## src/rtl/pool_sequencer.sv

```systemverilog
`timescale 1ns/1ps
// Time-shares one 2x2/stride-2 max_pool across NUM_CHANNELS feature maps: streams each
// map out of the conv RAM in raster order and packs pooled results per channel.
module pool_sequencer #(
    parameter int DATA_WIDTH    = 20,
    parameter int INPUT_WIDTH   = 26,
    parameter int INPUT_HEIGHT  = 26,
    parameter int NUM_CHANNELS  = 8,
    parameter int CLEAR_CYCLES  = 2,
    parameter int DRAIN_TIMEOUT = 64,
    parameter int RD_ADDR_WIDTH = 13,
    parameter int WR_ADDR_WIDTH = 11
) (
    input  logic                     clk,
    input  logic                     rst_n,
    input  logic                     start,
    output logic                     busy,
    output logic                     done,
    output logic                     error,
    output logic                     rd_en,
    output logic [RD_ADDR_WIDTH-1:0] rd_addr,
    input  logic [DATA_WIDTH-1:0]    rd_data,
    output logic                     pool_enable,
    output logic [DATA_WIDTH-1:0]    pool_data_in,
    output logic                     pool_valid_in,
    input  logic [DATA_WIDTH-1:0]    pool_data_out,
    input  logic                     pool_valid_out,
    output logic                     wr_en,
    output logic [WR_ADDR_WIDTH-1:0] wr_addr,
    output logic [DATA_WIDTH-1:0]    wr_data
);

    localparam int P      = INPUT_WIDTH * INPUT_HEIGHT;
    localparam int Q      = (INPUT_WIDTH / 2) * (INPUT_HEIGHT / 2);
    localparam int PIX_W  = (P > 1) ? $clog2(P) : 1;
    localparam int OCNT_W = $clog2(Q + 1);
    localparam int CH_W   = (NUM_CHANNELS > 1) ? $clog2(NUM_CHANNELS) : 1;
    localparam int CLR_W  = $clog2(CLEAR_CYCLES + 1);
    localparam int DRN_W  = $clog2(DRAIN_TIMEOUT + 1);

    localparam logic [PIX_W-1:0]         PIX_LAST  = PIX_W'(P - 1);
    localparam logic [OCNT_W-1:0]        OCNT_FULL = OCNT_W'(Q);
    localparam logic [CH_W-1:0]          CH_LAST   = CH_W'(NUM_CHANNELS - 1);
    localparam logic [CLR_W-1:0]         CLR_LAST  = CLR_W'(CLEAR_CYCLES - 1);
    localparam logic [DRN_W-1:0]         DRN_LAST  = DRN_W'(DRAIN_TIMEOUT - 1);
    localparam logic [RD_ADDR_WIDTH-1:0] RD_STEP   = RD_ADDR_WIDTH'(P);
    localparam logic [WR_ADDR_WIDTH-1:0] WR_STEP   = WR_ADDR_WIDTH'(Q);

    typedef enum logic [2:0] {
        S_IDLE,
        S_CLEAR,
        S_STREAM,
        S_DRAIN,
        S_NEXT,
        S_DONE
    } state_t;

    state_t                     state_reg, state_next;
    logic [CH_W-1:0]            ch_reg, ch_next;
    logic [PIX_W-1:0]           pix_reg, pix_next;
    logic [OCNT_W-1:0]          ocnt_reg, ocnt_next;
    logic [CLR_W-1:0]           clr_cnt_reg, clr_cnt_next;
    logic [DRN_W-1:0]           drain_cnt_reg, drain_cnt_next;
    logic [RD_ADDR_WIDTH-1:0]   rd_base_reg, rd_base_next;
    logic [WR_ADDR_WIDTH-1:0]   wr_base_reg, wr_base_next;
    logic                       error_reg, error_next;
    logic                       pool_valid_in_reg;
    logic                       wr_en_reg, wr_en_next;
    logic [WR_ADDR_WIDTH-1:0]   wr_addr_reg, wr_addr_next;
    logic [DATA_WIDTH-1:0]      wr_data_reg, wr_data_next;
    logic                       out_accept;

    // Pool results only count while a channel is actually being pooled.
    assign out_accept = pool_valid_out &&
                        ((state_reg == S_STREAM) || (state_reg == S_DRAIN));

    always_comb begin
        state_next     = state_reg;
        ch_next        = ch_reg;
        pix_next       = pix_reg;
        ocnt_next      = ocnt_reg;
        clr_cnt_next   = clr_cnt_reg;
        drain_cnt_next = drain_cnt_reg;
        rd_base_next   = rd_base_reg;
        wr_base_next   = wr_base_reg;
        error_next     = error_reg;
        wr_en_next     = 1'b0;
        wr_addr_next   = wr_addr_reg;
        wr_data_next   = wr_data_reg;

        if (out_accept) begin
            if (ocnt_reg == OCNT_FULL) begin
                error_next = 1'b1;
            end else begin
                wr_en_next   = 1'b1;
                wr_addr_next = wr_base_reg + WR_ADDR_WIDTH'(ocnt_reg);
                wr_data_next = pool_data_out;
                ocnt_next    = ocnt_reg + OCNT_W'(1);
            end
        end

        case (state_reg)
            S_IDLE: begin
                if (start) begin
                    state_next   = S_CLEAR;
                    ch_next      = '0;
                    rd_base_next = '0;
                    wr_base_next = '0;
                    pix_next     = '0;
                    ocnt_next    = '0;
                    clr_cnt_next = '0;
                    error_next   = 1'b0;
                end
            end
            S_CLEAR: begin
                if (clr_cnt_reg == CLR_LAST) begin
                    state_next = S_STREAM;
                end else begin
                    clr_cnt_next = clr_cnt_reg + CLR_W'(1);
                end
            end
            S_STREAM: begin
                if (pix_reg == PIX_LAST) begin
                    state_next     = S_DRAIN;
                    drain_cnt_next = '0;
                end else begin
                    pix_next = pix_reg + PIX_W'(1);
                end
            end
            S_DRAIN: begin
                if (ocnt_reg == OCNT_FULL) begin
                    state_next = S_NEXT;
                end else if (drain_cnt_reg == DRN_LAST) begin
                    error_next = 1'b1;
                    state_next = S_NEXT;
                end else begin
                    drain_cnt_next = drain_cnt_reg + DRN_W'(1);
                end
            end
            S_NEXT: begin
                if (ch_reg == CH_LAST) begin
                    state_next = S_DONE;
                end else begin
                    state_next   = S_CLEAR;
                    ch_next      = ch_reg + CH_W'(1);
                    rd_base_next = rd_base_reg + RD_STEP;
                    wr_base_next = wr_base_reg + WR_STEP;
                    pix_next     = '0;
                    ocnt_next    = '0;
                    clr_cnt_next = '0;
                end
            end
            S_DONE: begin
                state_next = S_IDLE;
            end
            default: begin
                state_next = S_IDLE;
            end
        endcase
    end

    always_ff @(posedge clk or negedge rst_n) begin
        if (!rst_n) begin
            state_reg         <= S_IDLE;
            ch_reg            <= '0;
            pix_reg           <= '0;
            ocnt_reg          <= '0;
            clr_cnt_reg       <= '0;
            drain_cnt_reg     <= '0;
            rd_base_reg       <= '0;
            wr_base_reg       <= '0;
            error_reg         <= 1'b0;
            pool_valid_in_reg <= 1'b0;
            wr_en_reg         <= 1'b0;
            wr_addr_reg       <= '0;
            wr_data_reg       <= '0;
        end else begin
            state_reg         <= state_next;
            ch_reg            <= ch_next;
            pix_reg           <= pix_next;
            ocnt_reg          <= ocnt_next;
            clr_cnt_reg       <= clr_cnt_next;
            drain_cnt_reg     <= drain_cnt_next;
            rd_base_reg       <= rd_base_next;
            wr_base_reg       <= wr_base_next;
            error_reg         <= error_next;
            pool_valid_in_reg <= rd_en;
            wr_en_reg         <= wr_en_next;
            wr_addr_reg       <= wr_addr_next;
            wr_data_reg       <= wr_data_next;
        end
    end

    // NEXT keeps the pool enabled so only the CLEAR cycles separate channels.
    assign busy          = (state_reg != S_IDLE);
    assign done          = (state_reg == S_DONE);
    assign error         = error_reg;
    assign rd_en         = (state_reg == S_STREAM);
    assign rd_addr       = rd_base_reg + RD_ADDR_WIDTH'(pix_reg);
    assign pool_enable   = (state_reg == S_STREAM) || (state_reg == S_DRAIN) ||
                           (state_reg == S_NEXT);
    assign pool_data_in  = rd_data;
    assign pool_valid_in = pool_valid_in_reg;
    assign wr_en         = wr_en_reg;
    assign wr_addr       = wr_addr_reg;
    assign wr_data       = wr_data_reg;

endmodule

```

## config.mk

```make
export PLATFORM = sky130hd
export DESIGN_NAME = pool_sequencer
export DESIGN_NICKNAME = d
export VERILOG_FILES = /design/src/rtl/pool_sequencer.sv
export SDC_FILE = /design/constraint.sdc
export NUM_CORES = 1
export LEC_CHECK = 0
export CORE_MARGIN = 5
export CORE_UTILIZATION = 45
export DETAILED_ROUTE_END_ITERATION = 8
export GPL_ROUTABILITY_DRIVEN = 0
export PLACE_DENSITY = 0.78
export SYNTH_ARGS = -nofsm -noshare
export SYNTH_HDL_FRONTEND = slang
export SYNTH_SLANG_ARGS = --single-unit
```

## constraint.sdc

```tcl
create_clock -name clk -period 2 [get_ports clk]
set_clock_uncertainty 0.15 [all_clocks]
set_input_delay 0.3 -clock clk [delete_from_list [all_inputs] [get_ports clk]]
set_output_delay 0.3 -clock clk [all_outputs]
set_load 0.01 [all_outputs]
```

Yosys cells after proc, flatten, opt, wreduce, memory -nomap -nowiden
Cells that the tools add are included.
W data, S select, Z words.
{"block": "word_totals", "rom_bits": 0, "ramBits": 0, "input_bits": 44, "latch_bits": 0, "out_inout_bits": 71, "n_memories": 0, "register_bits": 91}
{"block": "classes", "eq_ne": 19, "order_cmp": 0, "div_mod_pow": 0, "bitwise_logic": 1, "n_reduce_logical": 15, "add_sub_neg": 9, "muxes": 41, "n_mul": 0, "shifts": 0}
{"operator": "$mux W8", "n": 4}
{"operator": "$mux W10", "n": 3}
{"operator": "$pmux W10 S3", "n": 1}
{"operator": "$mux W13", "n": 2}
{"operator": "$pmux W13 S2", "n": 1}
{"operator": "$mux W3", "n": 8}
{"operator": "$mux W11", "n": 2}
{"operator": "$pmux W11 S2", "n": 1}
{"operator": "$mux W7", "n": 3}
{"operator": "$pmux W8 S2", "n": 1}
{"operator": "$reduce_and A4 Y1", "n": 4}
{"operator": "$pmux W3 S5", "n": 1}
{"operator": "$ne A2 B2 Y1 const B", "n": 7}
{"operator": "$pmux W7 S2", "n": 1}
{"operator": "$add A13 B10 Y13", "n": 1}
{"operator": "$add A13 B10 Y13 const B", "n": 1}
{"operator": "$add A11 B8 Y11", "n": 1}
{"operator": "$add A11 B8 Y11 const B", "n": 1}
{"operator": "$add A10 B1 Y10 const B", "n": 1}
{"operator": "$eq A10 B10 Y1 const B", "n": 1}
{"operator": "$eq A3 B3 Y1 const B", "n": 3}
{"operator": "$reduce_bool A3 Y1", "n": 3}
{"operator": "$add A8 B1 Y8 const B", "n": 1}
{"operator": "$eq A8 B8 Y1 const B", "n": 1}
{"operator": "other kinds (21)", "n": 32}

Longest topological paths before layout
{"block": "logic_depth", "word_depth": 7, "depth_mapped": 8, "mapped_depth_nobuf": 8}

Worst setup path after synthesis
OpenSTA, ideal clock, no wires.
{"block": "synth_path", "path_type": "reg-to-output", "startpoint": "register rd_base_reg[3]", "endpoint": "output port rd_addr[11]", "n_path_buf": 0, "path_stages_with_launch": 7, "setup_slack_ps": -184, "arrival_time_ps": 1734, "path_cell_list": "dfrtp_1 -> ha_1 -> a211oi_1 -> nor2_1 -> o211a_1 -> o31a_1 -> xor2_1"}
{"block": "synth_between", "elab_chain_len": 1}
{"item": "start: declaration", "line_no": "64", "source": "logic [RD_ADDR_WIDTH-1:0] rd_base_reg, rd_base_next;"}
{"item": "start signal: assignment", "line_no": "184", "source": "rd_base_reg <= rd_base_next;"}
{"item": "$add A13 B10 Y13", "line_no": "199", "source": "assign rd_addr = rd_base_reg + RD_ADDR_WIDTH'(pix_reg);"}
{"item": "end: declaration", "line_no": "21", "source": "output logic [RD_ADDR_WIDTH-1:0] rd_addr,"}
Every way passes these cells.

Worst setup path in the final report
{"block": "layout_path", "startpoint": "register pix_reg[3]", "endpoint": "output port rd_addr[11]"}
{"block": "layout_between", "elab_chain_len": 1}
{"item": "start: declaration", "line_no": "60", "source": "logic [PIX_W-1:0] pix_reg, pix_next;"}
{"item": "start signal: assignment", "line_no": "180", "source": "pix_reg <= pix_next;"}
{"item": "$add A13 B10 Y13", "line_no": "199"}
Every way passes these cells.

==> flow_summary.json <==
{
  "outcome": "complete, but fails checks",
  "violations": "setup timing",
  "synth_cell_type_count": 64,
  "synthTopCellsByArea": "dfrtp_1 (44%), nand2_1 (7.7%), ha_1 (6.2%)",
  "drc": 0,
  "ys_seq_elements": 89,
  "die_width_um": 116,
  "synth_largest_area_cell": "dfrtp_1",
  "detailed_place_hpwl_um": 9070,
  "endpoint": "rd_addr[11]",
  "area_growth_pct": 38.3,
  "grt-ovfl-total": 0,
  "final.fill_count": 835,
  "clkTransAtPathRegs_ns": 0.09,
  "multi_input_area_um2": 2830,
  "antenna_cells": 0,
  "grt_pass1_wl_um": 20600,
  "fmaxAchievable_mhz": 381,
  "largest_reg_flops": 20,
  "tightest_slew_ns": 0.428,
  "critPathLaunchType": "register",
  "arrival_ns": 2.17,
  "cp-end-kind": "output port",
  "viasPerCell": 5.37,
  "r2r_slack_ns": -0.19,
  "clock-root-buffer": "clkbuf_8",
  "cts.sinks": 89,
  "rsz0062_at_grt": "true",
  "ir_worst_vdd_uv": 426,
  "drt_first_iter_violations": 218,
  "start_util": 0.462,
  "synth_top_area_share": 0.443,
  "setup_viol": 20,
  "synth_top_family_by_area": "simple AND/OR/NAND/NOR gates",
  "slew_violations": 0,
  "synthFlopType": "dfrtp_1",
  "routed_wl_um": 12800,
  "synth_fp_nets": 611,
  "hold_viol_final": 0,
  "r2r_end": "pix_reg[7]$_DFFE_PN0P_",
  "dieArea_um2": 13400,
  "first_pass_iters": 5,
  "ant_nets": 0,
  "fin_area_um2": 6950,
  "wl_per_cell_um": 15.6,
  "ys_seq_area_frac": 0.443,
  "p_total_uw": 5290,
  "post-route-min-period_ns": 2.62,
  "htreeDepth": 3,
  "die_y_um": 116,
  "required_ns": 1.55,
  "cts.path.max_buffers": 2,
  "grt_max_degree": 41,
  "fin_ws_ns": -0.624,
  "grt_pass1_vias": 4397,
  "seqCellArea_um2": 2230,
  "cts_tree": "done",
  "leakagePower_uw": 0.00314,
  "ys_warn_count": 0,
  "core_um2": 10900,
  "antenna_found_initial": 0,
  "ioPinCount": 115,
  "r2r-start": "ch_reg[0]$_DFFE_PN0P_",
  "post_dp_cell_area_um2": 6350,
  "fin_crit_sh": 1.31,
  "drive_gt1_frac": 0.278,
  "critPathKind": "reg2out",
  "tns_ns": -5.44,
  "crit_start": "pix_reg[3]$_DFFE_PN0P_",
  "cts_buffers": 9,
  "synth_edf_count": 0,
  "synthAdderAreaFrac": 0.0662,
  "synth-compound-area-share": 0.145,
  "maxCapViolations": 0,
  "synthSimpleGateAreaFrac": 0.209,
  "io_buffers": 74,
  "synth.avg_cell_area_um2": 9.29,
  "pre_cts_slack_ns": -0.668,
  "p_per_area_nw_per_um2": 761,
  "maxSlewHeadroom": 0.714,
  "synth_xor_area_frac": 0.0697,
  "synth_area_um2": 5030,
  "fin_hold_ws_ns": 0.242,
  "crit_fanout": 3,
  "hp-class": "in2async",
  "rows": 38,
  "fin_nets": 745,
  "synth_cells": 541,
  "vias": 4404,
  "grt.total_usage": 0.190,
  "async_flop_share": 1.00,
  "synthMuxAreaShare": 0.00846,
  "insertion_delay_ns": 0.37,
  "r2r_cells": 7
}
==> how the worst min path moves through the flow <==
stage                               to   from  cells after the start
2_1_floorplan    ch_reg[0]$_DFFE_PN0P_  rst_n                      0
3_3_place_gp    wr_data[4]$_DFFE_PN0P_  rst_n                      1
3_5_place_dp    wr_data[4]$_DFFE_PN0P_  rst_n                      1
4_1_cts         wr_data[4]$_DFFE_PN0P_  rst_n                      2
5_1_grt        wr_data[10]$_DFFE_PN0P_  rst_n                      2
6_report        wr_data[4]$_DFFE_PN0P_  rst_n                      2
==> through the flow <==
step,util,cells
finish,0.638,820
global route,0.638,820
CTS,0.615,811
detailed placement,0.583,784
global placement,0.583,784
floorplan,-,541
==> critical path, cell delays in order (launching register included) <==
cell and delay, ns:
dfrtp_1 0.42, ha_4 0.26, a211oi_2 0.17, nor2_1 0.09
o211a_1 0.26, o31a_1 0.31, xor2_2 0.16, buf_2 0.15
==> repair_timing <==
action,4_1_cts,5_1_grt
setup endpoints to repair,30,57
hold buffers,1,0
pin swaps,18,32
buffers inserted,12,11
gates resized for setup,78,44
endpoints found under the hold margin,25,0
==> cell usage in the layout, fill, tap and decap left out, types with 6 or more instances in the layout <==
cell type,synthesis,routed
nand2_1,103,101
buf_4,24,75
clkdlybuf4s50_1,0,58
buf_6,0,11
nand3_1,12,9
xnor2_1,11,9
inv_1,9,6
clkbuf_8,0,11
or3_1,6,6
a21oi_1,20,14
xor2_1,29,27
ha_1,25,15
ha_4,0,6
buf_2,10,12
nand4_1,7,7
o21ai_0,38,29
a21o_1,6,6
a21oi_2,1,6
dfrtp_1,89,87
a22o_1,7,7
o21ai_1,1,6
nor2_1,49,45
==> synthesized netlist by cell type (7+ instances only) <==
cell,count
ha_1,25
a21oi_1,20
xor2_1,29
nand2_1,103
nand3_1,12
a22o_1,7
nor2_1,49
buf_2,10
dfrtp_1,89
xnor2_1,11
nand4_1,7
buf_4,24
inv_1,9
clkbuf_1,7
o21ai_0,38
==> where the power goes <==
group	leakage (uW)	total (uW)	switching (uW)	internal [uW]
Clock	0.000109	1400	631	772
Combinational	0.00197	1700	800	897
Sequential	0.00106	2190	180	2010
Total	0.00314	5290	1610	3680
==> cell families after synthesis <==
kind of cell / after synthesis
AO/OA/AOI/OAI: 111
flip-flops: 89
buffers and inverters: 51
AND/OR/NAND/NOR: 220
multiplexers: 4
XOR/XNOR: 40
adder cells (fa/ha/maj): 26
==> layout make-up <==
class / count / area share
tap: 140 / 0.0252
clock inverter: 4 / 0.0108
clock buffer: 12 / 0.0223
inverter: 10 / 0.00576
multi-input combinational: 401 / 0.407
timing repair buffer: 164 / 0.208
sequential: 89 / 0.321
==> metal layers <==
layer | vias to the layer above | GRT usage | share of wire
met5 | - | 0 | 0
met4 | 0 | 0.0696 | 0.021
met3 | 37 | 0.0292 | 0.066
met2 | 154 | 0.326 | 0.49
met1 | 2100 | 0.245 | 0.42
li1 | 2113 | - | -
Power figures use the tool's default switching activity.
